## config.mk

```make
export PLATFORM = sky130hd
export DESIGN_NAME = pipe_skid_reg
export DESIGN_NICKNAME = d
export VERILOG_FILES = /design/src/rtl/pipe_skid_reg.sv
export SDC_FILE = /design/constraint.sdc
export NUM_CORES = 1
export LEC_CHECK = 0
export ABC_AREA = 1
export ABC_CLOCK_PERIOD_IN_PS = 3170
export BUFFER_PORTS_ARGS = -buffer_cell sky130_fd_sc_hd__buf_4
export CAP_MARGIN = 10
export CORE_MARGIN = 3
export CORE_UTILIZATION = 40
export CTS_CLUSTER_SIZE = 12
export DETAILED_ROUTE_END_ITERATION = 12
export PLACE_DENSITY = 0.72
export REMOVE_ABC_BUFFERS = 1
export SLEW_MARGIN = 20
export SYNTH_ARGS = -nofsm -noshare
export SYNTH_HDL_FRONTEND = slang
export SYNTH_SLANG_ARGS = --single-unit
```

## constraint.sdc

```tcl
create_clock -name clk -period 3.17 [get_ports clk]
set_input_delay 0 -clock clk [delete_from_list [all_inputs] [get_ports clk]]
set_output_delay 0 -clock clk [all_outputs]
set_load 0.02 [all_outputs]
```

## src/rtl/pipe_skid_reg.sv

```systemverilog
// rtl/pipe_skid_reg.sv - two-entry skid pipeline register with flush, global enable and 1-cycle latency
module pipe_skid_reg #(
    parameter int                 DATA_W   = 32,
    parameter logic [DATA_W-1:0]  NOP_DATA = '0
) (
    input  logic              clk,
    input  logic              rst,
    input  logic              rdy,
    input  logic              flush,
    input  logic              in_valid,
    output logic              in_ready,
    input  logic [DATA_W-1:0] in_data,
    output logic              out_valid,
    input  logic              out_ready,
    output logic [DATA_W-1:0] out_data,
    output logic [1:0]        count
);

    logic              main_valid;
    logic              skid_valid;
    logic [DATA_W-1:0] main_data;
    logic [DATA_W-1:0] skid_data;
    logic              accept;
    logic              send;

    // Both handshake signals derive only from registered valid bits, gated by
    // rdy/rst, so neither in_data nor out_ready reach the opposite side.
    assign in_ready  = rdy & rst & ~skid_valid;
    assign out_valid = rdy & rst & main_valid;
    assign out_data  = out_valid ? main_data : NOP_DATA;
    assign count     = {skid_valid, main_valid & ~skid_valid};

    assign accept = in_valid & in_ready;
    assign send   = out_valid & out_ready;

    always_ff @(posedge clk) begin
        if (!rst) begin
            main_valid <= 1'b0;
            skid_valid <= 1'b0;
        end else if (rdy) begin
            if (flush) begin
                main_valid <= 1'b0;
                skid_valid <= 1'b0;
            end else if (skid_valid) begin
                // FULL: in_ready is low, so only a send can move the skid up.
                if (send) begin
                    main_data  <= skid_data;
                    skid_valid <= 1'b0;
                end
            end else if (main_valid) begin
                if (accept && send) begin
                    main_data <= in_data;
                end else if (accept) begin
                    skid_data  <= in_data;
                    skid_valid <= 1'b1;
                end else if (send) begin
                    main_valid <= 1'b0;
                end
            end else if (accept) begin
                main_data  <= in_data;
                main_valid <= 1'b1;
            end
        end
    end

endmodule
```

==> results of run 1 <==
-- worst max-delay path, cell delays in order, from the launching register on --
cell      delay (ps)
dfxtp_1          310
buf_4            210
clkinv_1          80
nand4_1          200
nand2_1          150
nand3_1          150
nor2_4           730
-- per-stage QoR --
step	cells	power (uW)
2_1_floorplan	259	1010
3_3_place_gp	415	1060
3_5_place_dp	415	1060
4_1_cts	467	1750
5_1_grt	467	1800
6_report	467	1740
-- cells in the final DEF (no fill, tap or decap) --
cell type      count
o21ai_0            1
buf_4             79
dfxtp_1            2
nand2_2            2
bufinv_16          1
nand2_1          107
a21oi_1            2
clkbuf_1           1
clkinv_1           2
clkinv_2           3
edfxtp_1          64
nor2_1            37
nand4_1            1
nor2_4             2
inv_1             35
dlygate4sd3_1     36
o21a_1             1
nand3_1            2
clkinv_4           1
nor3_2             1
clkbuf_8           9
nor3b_1            1
-- final timing paths --
kind | endpoint | cells past startpoint | slack, ps | startpoint
hold / removal | skid_data[21] | 5 | 310 | flush
setup reg to reg | main_data[20] | 6 | 940 | skid_valid
setup / recovery | main_data[20] | 6 | 940 | skid_valid
hold reg to reg | main_data[0] | 2 | 520 | skid_data[0]
-- layout make-up --
class	instances	area (um2)	share of cell area [%]
multi-input cells	157	632	15.9
well taps	77	96.3	2.43
clock buffers	10	128	3.22
clock inverters	6	57.6	1.45
repair buffers	115	953	24.1
flip-flops and latches	66	1960	49.5
inverters	36	135	3.41
-- flip-flops by register name (all words and copies together), names as in the netlist --
register    flops
main_data      32
skid_valid      1
main_valid      1
skid_data      32
-- cells by family after synthesis --
kind of cell	after synthesis	synth area share, %
and+or+nand+nor	153	21.6
DFF	66	70.7
buffers and inverters	47	6.86
AOI/OAI and AO/OA	4	0.812
-- where the power goes --
| part | leakage (uW) | total [uW] | internal [uW] | switching, uW |
|---|---|---|---|---|
| Combinational | 0.00114 | 112 | 69.5 | 42.8 |
| Clock | 0.0000974 | 663 | 358 | 305 |
| Sequential | 0.000592 | 961 | 960 | 0.985 |
-- per-layer routing --
layer | routed length, um | part of all wire (%) | track usage [%] | up-vias
li1 | - | - | - | 1078
met1 | 2300 | 41 | 17.8 | 933
met2 | 2840 | 51 | 25.0 | 77
met3 | 332 | 5.9 | 3.59 | 14
met4 | 127 | 2.3 | 8.53 | 0
met5 | 0 | 0 | 0 | -
-- repair_timing --
action                    CTS  global route
resized for setup           0             0
hold endpoints to repair   66             0
setup buffers               0             0
hold buffers               36             0
==> impl_metrics.ini, run 1 <==
[global_routing]
globalRouteOverflowTotal = 0
grt_util_all_layers_pct = 15.0
grt_pass1_vias = 1993
grt_pass1_wl_um = 8930
antenna_found_initial = 0
grt_max_degree = 35

[yosys]
ys_ff_latch = 66
netlist_top_cells_area = edfxtp_1, nand2_1, nor2_1
synth_area_um2 = 2770
postSynthCellCount = 270
synth_top_area_share_pct = 69.3
synth-edff-count = 64
synth_commonest_cells = nand2_1, edfxtp_1, nor2_1
synth.most_common_cell = nand2_1
yosysUniqueCellTypes = 19
syn_area_per_cell_um2 = 10.3
ys_seq_area_share_pct = 70.7
yosysTopAreaCell = edfxtp_1
yosysWarningCount = 0
async_flop_share_pct = 0
synth_flop_cell = edfxtp_1

[route]
dr.pass1.iters = 5
wirelength_um = 5600
drc = 0
dr_total_vias = 2102
wire_per_inst_um = 12.0
drt_iter0_markers = 79
avgViaCountPerCell = 4.50
ant_nets = 0

[critical_path]
path_class = reg2reg
arrival_ps = 2180
start_kind = flip-flop
required_ps = 3120
end_kind = flip-flop
crit_fanout = 32

[sta]
setup_slack_ps = 943
whs_ps = 312
slew_headroom_pct = 40.3
finClkSkew_ps = 5.27
worst_slew_pin_slew_ps = 894
fmax_mhz = 449
min_period_ps = 2230
rsz0062_at_grt = false
fin_setup_tns_ps = 0
timing.final.crit_share_pct = 70.3
finalSetupViolCount = 0
finalHoldViolations = 0
slew_viol_final = 0

[die]
floorplan.initialDensity_pct = 42.5
die_y_um = 89.3
core.rowCount = 29
dieArea_um2 = 7970
ioPinCount = 74
dieWidth_um = 89.3
core_area_um2 = 6530

[place]
portBuffers = 73
gp_congestion = 0.882
place_ws_ps = 927
dpl_cell_area_um2 = 3420
hpwl_um = 3640

[clocking]
numCtsBuffers = 9
cts_tree = yes
clock_latency_ps = 330
clkTransAtPathRegs_ps = 70
ctsRootBufferMaster = clkbuf_8
h-tree-depth = 3
cts.sinks = 66
clockBufferDepth = 2

[cells_and_area]
final_layout_size_suffix_gt1_share_pct = 25.1
stdcell_area_um2 = 3960
area_growth_pct = 42.9
antenna_cells = 0
fin_util_pct = 60.7
nNetsFinal = 423
fillers = 581

[status]
status = completed

[worst_hold_path]
hp-class = in2reg

[power_and_ir_drop]
irDropWorstVdd_mv = 0.290
leakagePower_uw = 0.00183
power_density_nw_per_um2 = 438

[job]
cap_violations = 0
No activity file was read; power rests on OpenSTA's default activity.
==> inputs of run 2 (changes only) <==
--- a/config.mk
+++ b/config.mk
@@ -6,7 +6,7 @@
 export NUM_CORES = 1
 export LEC_CHECK = 0
 export ABC_AREA = 1
-export ABC_CLOCK_PERIOD_IN_PS = 3170
+export ABC_CLOCK_PERIOD_IN_PS = 1900
 export BUFFER_PORTS_ARGS = -buffer_cell sky130_fd_sc_hd__buf_4
 export CAP_MARGIN = 10
 export CORE_MARGIN = 3
==> constraint.sdc (replaced) <==
create_clock -name clk -period 1.9 [get_ports clk]
set_input_delay 0 -clock clk [delete_from_list [all_inputs] [get_ports clk]]
set_output_delay 0 -clock clk [all_outputs]
set_load 0.02 [all_outputs]
==> impl_metrics.ini, run 2 (same netlist as run 1, synthesis figures left out) <==
[status]
status = completed

[die]
floorplan.initialDensity_pct = 42.5
core.rowCount = 29
dieWidth_um = 89.3
dieArea_um2 = 7970
ioPinCount = 74
core_area_um2 = 6530
die_y_um = 89.3

[cells_and_area]
stdcell_area_um2 = 3980
nNetsFinal = 424
final_layout_size_suffix_gt1_share_pct = 24.9
reg_top3 = main_data (32), skid_data (32)
area_growth_pct = 43.4
final_cell_mix = nand2_1, buf_4, edfxtp_1
antenna_cells = 0
layout_commonest_cell = nand2_1

[critical_path]
r2r_cells = 6
timing.rr.start = skid_valid
crit_chain = dlygate4sd3_1 > buf_4 > nand3_1 > buf_4 > nor2_1 > nand2_1 > nand2_1 > a21oi_1 > dlygate4sd3_1
crit_fanout = 33
slowest_stage = dlygate4sd3_1
cp.depth = 9
r2r_slack_ps = 190
end_kind = flip-flop
path_class = in2reg
required_ps = 2170
cpPeakStageDelay_ps = 570
startpoint = rst
rr_endpoint = main_valid
arrival_ps = 1990
start_kind = input port
critical-path-top-delay-family = buffers and inverters
path_buf_inv = 4
endpoint = main_valid

[worst_hold_path]
hp-class = in2reg

[route]
avgViaCountPerCell = 4.53
drc = 0
drt_iter0_markers = 106
dr_total_vias = 2114
wire_per_inst_um = 12.5
ant_nets = 0
dr.pass1.iters = 4
wirelength_um = 5830

[job]
cap_violations = 0

[power_and_ir_drop]
power_density_nw_per_um2 = 721
swShare_pct = 19.7
switching_power_uw = 565
seqPwrFrac_pct = 55.9
p_comb_share_pct = 6.6
p_int_uw = 2300
leakagePower_uw = 0.00183
irDropWorstVdd_mv = 0.396
finalPower_uw = 2870
clkPwrFrac_pct = 37.4

[sta]
whs_ps = 331
rsz0062_at_grt = false
finClkSkew_ps = 7.28
worst_slew_pin_slew_ps = 326
finalHoldViolations = 0
fmax_mhz = 581
slew_viol_final = 0
finalSetupViolCount = 0
min_period_ps = 1720
fin_setup_tns_ps = 0
timing.final.crit_share_pct = 90.6
slew_headroom_pct = 78.3

[global_routing]
grt_max_degree = 35
grt_pass1_vias = 1996
grt_util_all_layers_pct = 15.4
globalRouteOverflowTotal = 0
antenna_found_initial = 0
grt_pass1_wl_um = 9100

[clocking]
clkTransAtPathRegs_ps = 70
numCtsBuffers = 9
cts_tree = yes
h-tree-depth = 3
clockBufferDepth = 2
cts_setup_buffers = 0
clock_latency_ps = 330
cts.sinks = 66
ctsRootBufferMaster = clkbuf_8

[place]
dpl_cell_area_um2 = 3440
portBuffers = 73
gp_congestion = 0.844
hpwl_um = 3630
-- run 2: changes by cell type in the layout (fill, tap and decap cells not counted) --
cell / delta
o21ai_0: -1
buf_4: -1
o21ai_1: +1
buf_6: +1
clkinv_2: -2
dfxtp_2: +1
clkinv_4: -1
clkinv_1: +2
dfxtp_1: -1
buf_12: +1
-- run 2: per-layer routing --
layer  routed length [um]  global-route usage, %  share of wire [%]  vias to the layer above
met1                 2410                   17.6                 41                      963
met4                   90                   6.50                1.5                        0
met5                    0                      0                  0                        -
met3                  358                   5.25                6.1                       10
met2                 2970                   26.5                 51                       65
li1                     -                      -                  -                     1076
-- run 2: area by class of cell --
cell class	count	area (um2)
clock buffer	10	128
clock inverter	5	46.3
fill	566	2550
inverter	36	135
multi-input combinational	157	632
sequential	66	1960
tap	77	96.3
timing repair buffer	116	977
-- run 2: repair_timing --
action	CTS	global route
hold buffers	36	0
endpoints found under the hold margin	66	0
gates resized for setup	0	3
endpoints found under the setup margin	0	2
-- run 2: power by group through the flow --
stage                     Clock (uW)  Sequential (uW)  Combinational [uW]
after floorplan                    0             1640                44.1
after global placement             0             1640                 130
after detailed placement           0             1640                 134
after CTS                       1090             1600                 191
after global routing            1160             1600                 213
final                           1070             1600                 191
-- run 2: worst min-delay path by stage --
stage                     startpoint           end  cells past startpoint
after floorplan                  rdy    skid_valid                      1
after global placement    in_data[1]  skid_data[1]                      1
after detailed placement  in_data[4]  skid_data[4]                      1
after CTS                      flush  skid_data[7]                      5
after global routing           flush  skid_data[7]                      5
final                          flush  skid_data[7]                      5
-- run 2: through the flow --
step | cells | utilization [%] | setup WS, ps
finish | 467 | 60.9 | 179
global route | 467 | 60.9 | 36.8
CTS | 467 | 60.8 | 55.3
detailed placement | 416 | 52.6 | 298
global placement | 416 | 52.6 | 403
floorplan | 259 | - | -2310
-- run 2: worst register-to-register path: stages (launching register included) --
cell and delay [ps]:
dfxtp_2 410, clkinv_1 120, buf_6 210, o21ai_1 150
nand2_1 60, a21oi_1 140, dlygate4sd3_1 570
